===== src/rtl/demux116_deser.sv =====
// -----------------------------------------------------------------------------
// demux116_deser -- 1-to-16 serial-to-parallel deserializer with handshakes.
//
// Collects 16 serial bits into a parallel word (FILL state), then holds the
// word for the consumer (FULL state) until it is taken.
//
// Build option:
//   DEMUX_MSB_FIRST_EN  defined   -> MSB first (idx starts at 15, counts down)
//                       undefined -> LSB first (idx starts at 0, counts up)
//
// Ports:
//   clk         in   1   rising-edge clock
//   rst         in   1   asynchronous active-high reset
//   clr         in   1   synchronous word abort (discards a partial word)
//   din         in   1   serial data bit
//   din_valid   in   1   din is valid this cycle
//   din_ready   out  1   block accepts a bit this cycle (state FILL)
//   dout        out  16  assembled parallel word
//   dout_valid  out  1   dout holds a complete word (state FULL)
//   dout_ready  in   1   consumer takes dout this cycle
//   idx         out  4   bit position the next accepted bit is written to
// -----------------------------------------------------------------------------
module demux116_deser (
  input  logic        clk,
  input  logic        rst,
  input  logic        clr,
  input  logic        din,
  input  logic        din_valid,
  output logic        din_ready,
  output logic [15:0] dout,
  output logic        dout_valid,
  input  logic        dout_ready,
  output logic [3:0]  idx
);

  typedef enum logic {
    S_FILL = 1'b0,
    S_FULL = 1'b1
  } state_t;

`ifdef DEMUX_MSB_FIRST_EN
  localparam logic [3:0] IDX_START = 4'd15;
  localparam logic [3:0] IDX_LAST  = 4'd0;

  function automatic logic [3:0] idx_advance(input logic [3:0] i_idx);
    return i_idx - 4'd1;
  endfunction
`else
  localparam logic [3:0] IDX_START = 4'd0;
  localparam logic [3:0] IDX_LAST  = 4'd15;

  function automatic logic [3:0] idx_advance(input logic [3:0] i_idx);
    return i_idx + 4'd1;
  endfunction
`endif

  state_t      r_state;
  logic [3:0]  r_idx;
  logic [15:0] r_dout;

  state_t      w_state_next;
  logic [3:0]  w_idx_next;
  logic [15:0] w_dout_next;

  // Next-state, next-index and next-word computation.
  always_comb begin
    w_state_next = r_state;
    w_idx_next   = r_idx;
    w_dout_next  = r_dout;
    if (clr) begin
      // Abort wins over acceptance and release; dout bits are left as-is.
      w_state_next = S_FILL;
      w_idx_next   = IDX_START;
    end else begin
      case (r_state)
        S_FILL: begin
          if (din_valid) begin
            w_dout_next[r_idx] = din;
            // The natural modulo-16 wrap lands idx on IDX_START exactly
            // when the word completes.
            w_idx_next = idx_advance(r_idx);
            if (r_idx == IDX_LAST) begin
              w_state_next = S_FULL;
            end else begin
              w_state_next = S_FILL;
            end
          end else begin
            w_state_next = S_FILL;
          end
        end
        S_FULL: begin
          // din is ignored here: din_ready is low for the whole FULL state.
          if (dout_ready) begin
            w_state_next = S_FILL;
            w_idx_next   = IDX_START;
          end else begin
            w_state_next = S_FULL;
          end
        end
        default: begin
          w_state_next = S_FILL;
          w_idx_next   = IDX_START;
        end
      endcase
    end
  end

  // State, index and word registers with asynchronous reset.
  always_ff @(posedge clk or posedge rst) begin
    if (rst) begin
      r_state <= S_FILL;
      r_idx   <= IDX_START;
      r_dout  <= 16'h0000;
    end else begin
      r_state <= w_state_next;
      r_idx   <= w_idx_next;
      r_dout  <= w_dout_next;
    end
  end

  // Handshake outputs are pure decodes of the state register.
  assign din_ready  = (r_state == S_FILL);
  assign dout_valid = (r_state == S_FULL);
  assign dout       = r_dout;
  assign idx        = r_idx;

endmodule


===== config.mk =====
export PLATFORM = sky130hd
export DESIGN_NAME = demux116_deser
export DESIGN_NICKNAME = d
export VERILOG_FILES = /design/src/rtl/demux116_deser.sv
export SDC_FILE = /design/constraint.sdc
export NUM_CORES = 1
export LEC_CHECK = 0
export BUFFER_PORTS_ARGS = -buffer_cell sky130_fd_sc_hd__clkbuf_2
export CORE_MARGIN = 3
export CORE_UTILIZATION = 40
export CTS_BUF_LIST = sky130_fd_sc_hd__clkbuf_4 sky130_fd_sc_hd__clkbuf_8
export CTS_CLUSTER_SIZE = 28
export DETAILED_ROUTE_END_ITERATION = 12
export PLACE_DENSITY = 0.68
export SLEW_MARGIN = 30
export SYNTH_ARGS = -nofsm -noshare
export SYNTH_HDL_FRONTEND = slang
export SYNTH_SLANG_ARGS = --single-unit

===== constraint.sdc =====
create_clock -name clk -period 1.4 [get_ports clk]
set_clock_uncertainty 0.1 [all_clocks]
set_input_delay 0.28 -clock clk [delete_from_list [all_inputs] [get_ports clk]]
set_output_delay 0.28 -clock clk [all_outputs]
set_load 0.05 [all_outputs]

**Yosys cells after proc, flatten, opt, wreduce, memory -nomap -nowiden**

Index checks and enable logic that the tools add are counted.

- Add/sub/neg operators: 1
- Multipliers: 0
- Div/mod/pow operators: 0
- $lt $le $gt $ge: 2
- Eq/ne operators: 3
- Shift operators: 0
- Multiplexer cells: 12
- Bitwise operators: 2
- Reduce and logical (&&, ||, !) cells: 3

Operators with widths:

| cell | number |
|---|---|
| bitwise mux 16 bit | 1 |
| two-way mux 4 bit | 3 |
| case mux 4 bit (2 select lines) | 1 |
| inequality test 3 bit (second input constant) | 2 |
| less-than comparator 4 x 5 -> 1 bit (second input constant) | 1 |
| two-way mux 1 bit | 5 |
| adder 4 x 1 -> 4 bit (second input constant) | 1 |
| demux 1 bit (select 4 bit) | 1 |
| equality test 4 bit (second input constant) | 1 |
| greater-or-equal comparator 4 x 1 -> 1 bit (second input constant) | 1 |
| AND reduction 3 bit | 1 |
| inverter 1 bit | 2 |
| case mux 1 bit (2 select lines) | 1 |
| AND reduction 2 bit | 1 |
| logical AND 1 bit | 1 |

- Register bits after elaboration: 21
- Latch bits: 0
- RAM bits: 0
- Bits in read-only memories: 0
- Input bits: 6
- Output and inout bits: 22
- Word-level logic and storage cells: 26
- Memories kept: 0

**Depth between registers and ports, before layout**

- Word-level depth: 5
- Depth in mapped cells: 5
- Mapped depth without buffers: 5

**Worst setup path after synthesis**

OpenSTA, ideal clock, no wires.

- Path kind: register -> register
- Start point: register r_idx[0] (netlist: idx[0])
- End point: register r_dout[10] (netlist: dout[10])
- Library setup time: 0.128 ns
- Data arrival time: 1.592 ns
- Required time: 1.172 ns
- Path slack: -0.420 ns
- Stages on the path, launching flop included: 6
- Path buffers: 0
- Clock period less this slack: 1.820 ns
- Cell sequence: dfrtp_1 inv_1 ha_1 and4bb_4 nand2_1 mux2_1

- Cells in the longest elaborated chain, start to end: 5
- Elaborated cells on any way between the ends: 6
- Classes of those cells: order compare: 2; mux: 3; reduce/logical: 1

RTL lines:

| element | line | source |
|---|---|---|
| start: declaration | 58 | `logic [3:0] r_idx;` |
| start signal: assignment | 116 | `r_idx <= w_idx_next;` |
| less-than comparator 4 x 5 -> 1 bit (implied by the code) / greater-or-equal comparator 4 x 1 -> 1 bit (equally long branches) | 78 | `w_dout_next[r_idx] = din;` |
| logical AND 1 bit (implied by the code) | 78 |  |
| two-way mux 1 bit (implied by the code) | 78 |  |
| demux 1 bit (select 4 bit) * | 78 |  |
| bitwise mux 16 bit * | 78 |  |
| end signal: assignment | 117 | `r_dout <= w_dout_next;` |
| end: declaration | 59 | `logic [15:0] r_dout;` |

Every way passes the cells marked *; elsewhere a longest branch is shown, timed or not.
A chain may end at the register's enable or synchronous reset.

**Final worst setup path**

- Start point: register r_idx[0] (netlist: idx[0])
- End point: register r_dout[14] (netlist: dout[14])

The elaborated chain is that of the path after synthesis.

==> run metrics <==
outcome finished, violations left; IO buf count 27; Distinct cells, synth 27; full die area 3530 µm²; final instance area 1670 µm²; FMAX 0.643 GHz; Worst-Margin Slew 0.291 ns; Synth Area in Simple Gates 0.207; filler instances 211; CTS Root Cell clkbuf_4; Crit Path Class reg2reg; crit path time final 1.56 ns; CP Data Arrival Time 1.65 ns; Clock Power Share 0.240; post-layout worst setup margin -0.155 ns; largest net degree at the start of global routing 22; TritonCTS Buffers 3; starting density of the core 0.440; Routed WL per cell 14.7 µm; cell row count 18; Remaining DRCs 0; Post-Synth Adder-Cell Area 0.0439; share of layout cells above drive strength 1 0.723; synthesized area per cell 12.3 µm²; power density cells 775 nW/µm²; Ant. Diodes 0; FF+latch area 532 µm²; core area 2590 µm²; Remaining Overflow, GRT 0; Mapped Cells 93; Place WS -0.133 ns; final cell count without fillers 171; R2R Setup Slk -0.16 ns; Synthesis Warnings 0; vias in the first global route 875; main combinational cell family by area after synthesis simple AND/OR/NAND/NOR gates; Detail Placement HPWL 1620 µm; sequential power share 0.514; combinational share of power 0.245; sequential share of the synthesized area 0.461; Post-Route Setup TNS -2.14 ns; FF+latch count, synth 21; failing checks setup timing; CTS tree yes; post-route ant nets 0; Min Hold Slack 0.184 ns; vias per cell 5.10; Req. time, crit path 1.50 ns; Lkg Pwr 0.827 nW; post-synthesis mux area share 0.206; final-report hold violation count 0; GRT Total Usage 0.151; Clock transition at path regs 0.12 ns; Detailed Routing Iterations Pass 1 6; P_int 0.000887 W; clock latency on the worst-skew pair 0.29 ns; Area Growth Syn to Fin 46.5%; Post-Route WL 2520 µm; RSZ-0062 raised after global routing true; Worst VDD drop 0.708 mV; Net Sw Power 0.000407 W; footprint of the multi-input gates 619 µm²; # setup viols final 21; Worst setup SP type register; DP Area 1360 µm²; Rel. slew slack 0.806; Synth area leader dfrtp_1; first-pass GRT wire length 4050 µm; Sw Share 0.315; XOR/XNOR share of the synthesized area 0; Final GP Congestion 0.823; dpl cells 154; top cells by area in the synthesized netlist dfrtp_1 (46%), mux2_4 (16%), ha_1 (4.4%); Worst Path Max Fanout 4; top cell type's share of synthesized area 0.461; clk buf depth 2; synthesized area 1140 µm²; antenna violations before repair 0; Crit. End Element register; Slew Limit Fails 0; Die Height 59.4 µm; DIE WIDTH 59.4 µm; compound-cell area share of the yosys netlist 0.0274; number of max-cap violations 0; initial detailed-routing violation count 18; # IOs 28; share of the clock period used by the worst path 1.11; Mapped Nets 103; min-delay worst type in2reg; routed vias 872; # nets final 152; H-tree level count 1; clock sinks 21
==> area by class of cell <==
class	instances	share of cell area
multi-input cells	62	0.371
repair buffers	50	0.259
inverters	4	0.0112
flip-flops and latches	21	0.318
well taps	30	0.0225
clock buffers	4	0.0180
==> flip-flops by register name, indices dropped and copies added, names as in the netlist <==
| name | flops |
|---|---|
| dout | 16 |
| idx | 4 |
| dout_valid | 1 |
==> path summary, 6_finish.rpt <==
path	start	to	cells after the start
max	idx[0]	dout[14]	5
min	dout_ready	idx[3]	4
max reg2reg	idx[0]	dout[14]	5
min reg2reg	dout[9]	dout[9]	1
max in group asynchronous	rst	idx[1]	4
min in group asynchronous	rst	dout[5]	4
==> synthesized netlist by cell type (all sizes together) <==
| cell type | number |
|---|---|
| a21oi | 2 |
| and3b | 1 |
| dfrtp | 21 |
| nor3 | 1 |
| nor3b | 2 |
| buf | 4 |
| inv | 4 |
| and2b | 1 |
| clkbuf | 2 |
| a31oi | 2 |
| nand4 | 1 |
| and4bb | 4 |
| nand2 | 13 |
| a32oi | 1 |
| nor2b | 2 |
| nand3 | 5 |
| mux2 | 16 |
| ha | 4 |
| or3 | 1 |
| nor2 | 5 |
| mux2i | 1 |
==> worst max-delay path, stage by stage (launching register included) <==
cell and delay (ns):
dfrtp_2 0.46, inv_2 0.07, ha_1 0.14, and4bb_4 0.30
nand3_2 0.09, mux2_4 0.30
==> repair_timing <==
| item | 4_1_cts | 5_1_grt |
|---|---|---|
| endpoints found under the hold margin | 21 | 0 |
| endpoints found under the setup margin | 22 | 25 |
| hold buffers | 1 | 0 |
| pin swaps | 3 | 3 |
| resized for setup | 30 | 13 |
| setup buffers | 8 | 4 |
| cloned | 0 | 0 |
==> power groups by stage <==
stage	Sequential, W	Combinational (W)	Clock, W
finish	0.000666	0.000317	0.000311
global route	0.000672	0.000337	0.000347
CTS	0.000667	0.000310	0.000318
detailed placement	0.000680	0.000293	0
global placement	0.000677	0.000290	0
floorplan	0.000801	0.0000971	0
==> kinds of logic after synthesis <==
logic type	Yosys count
and+or+nand+nor	36
DFF	21
muxes	17
buffers and inverters	10
AOI/OAI and AO/OA	5
adders and majority gates	4
==> per-stage QoR <==
stage | util | power, W
finish | 0.645 | 0.00129
global route | 0.645 | 0.00136
CTS | 0.619 | 0.00130
detailed placement | 0.527 | 0.000973
global placement | 0.527 | 0.000967
floorplan | - | 0.000898
==> cells in the final DEF, fill, tap and decap left out, drive strengths merged <==
master       Yosys  routed
clkbuf           2      29
buf              4      24
dfrtp           21      21
mux2            16      16
nand2           13      13
nand3            5       5
nor2             5       5
and4bb           4       4
ha               4       4
inv              4       3
nor2b            2       2
a21oi            2       2
a31oi            2       2
nor3b            2       2
clkinvlp         0       1
mux2i            1       1
a32oi            1       1
and3b            1       1
nor3             1       1
nand4            1       1
or3              1       1
and2b            1       1
dlygate4sd3      0       1
==> layer usage <==
metal / vias up / GRT usage / wire length (µm)
met3: 6 / 0.0392 / 116
li1: 414 / - / -
met2: 25 / 0.264 / 1310
met4: 0 / 0.0388 / 29
met1: 427 / 0.184 / 1070
met5: - / 0 / 0
(Power assumes the default switching activity.)
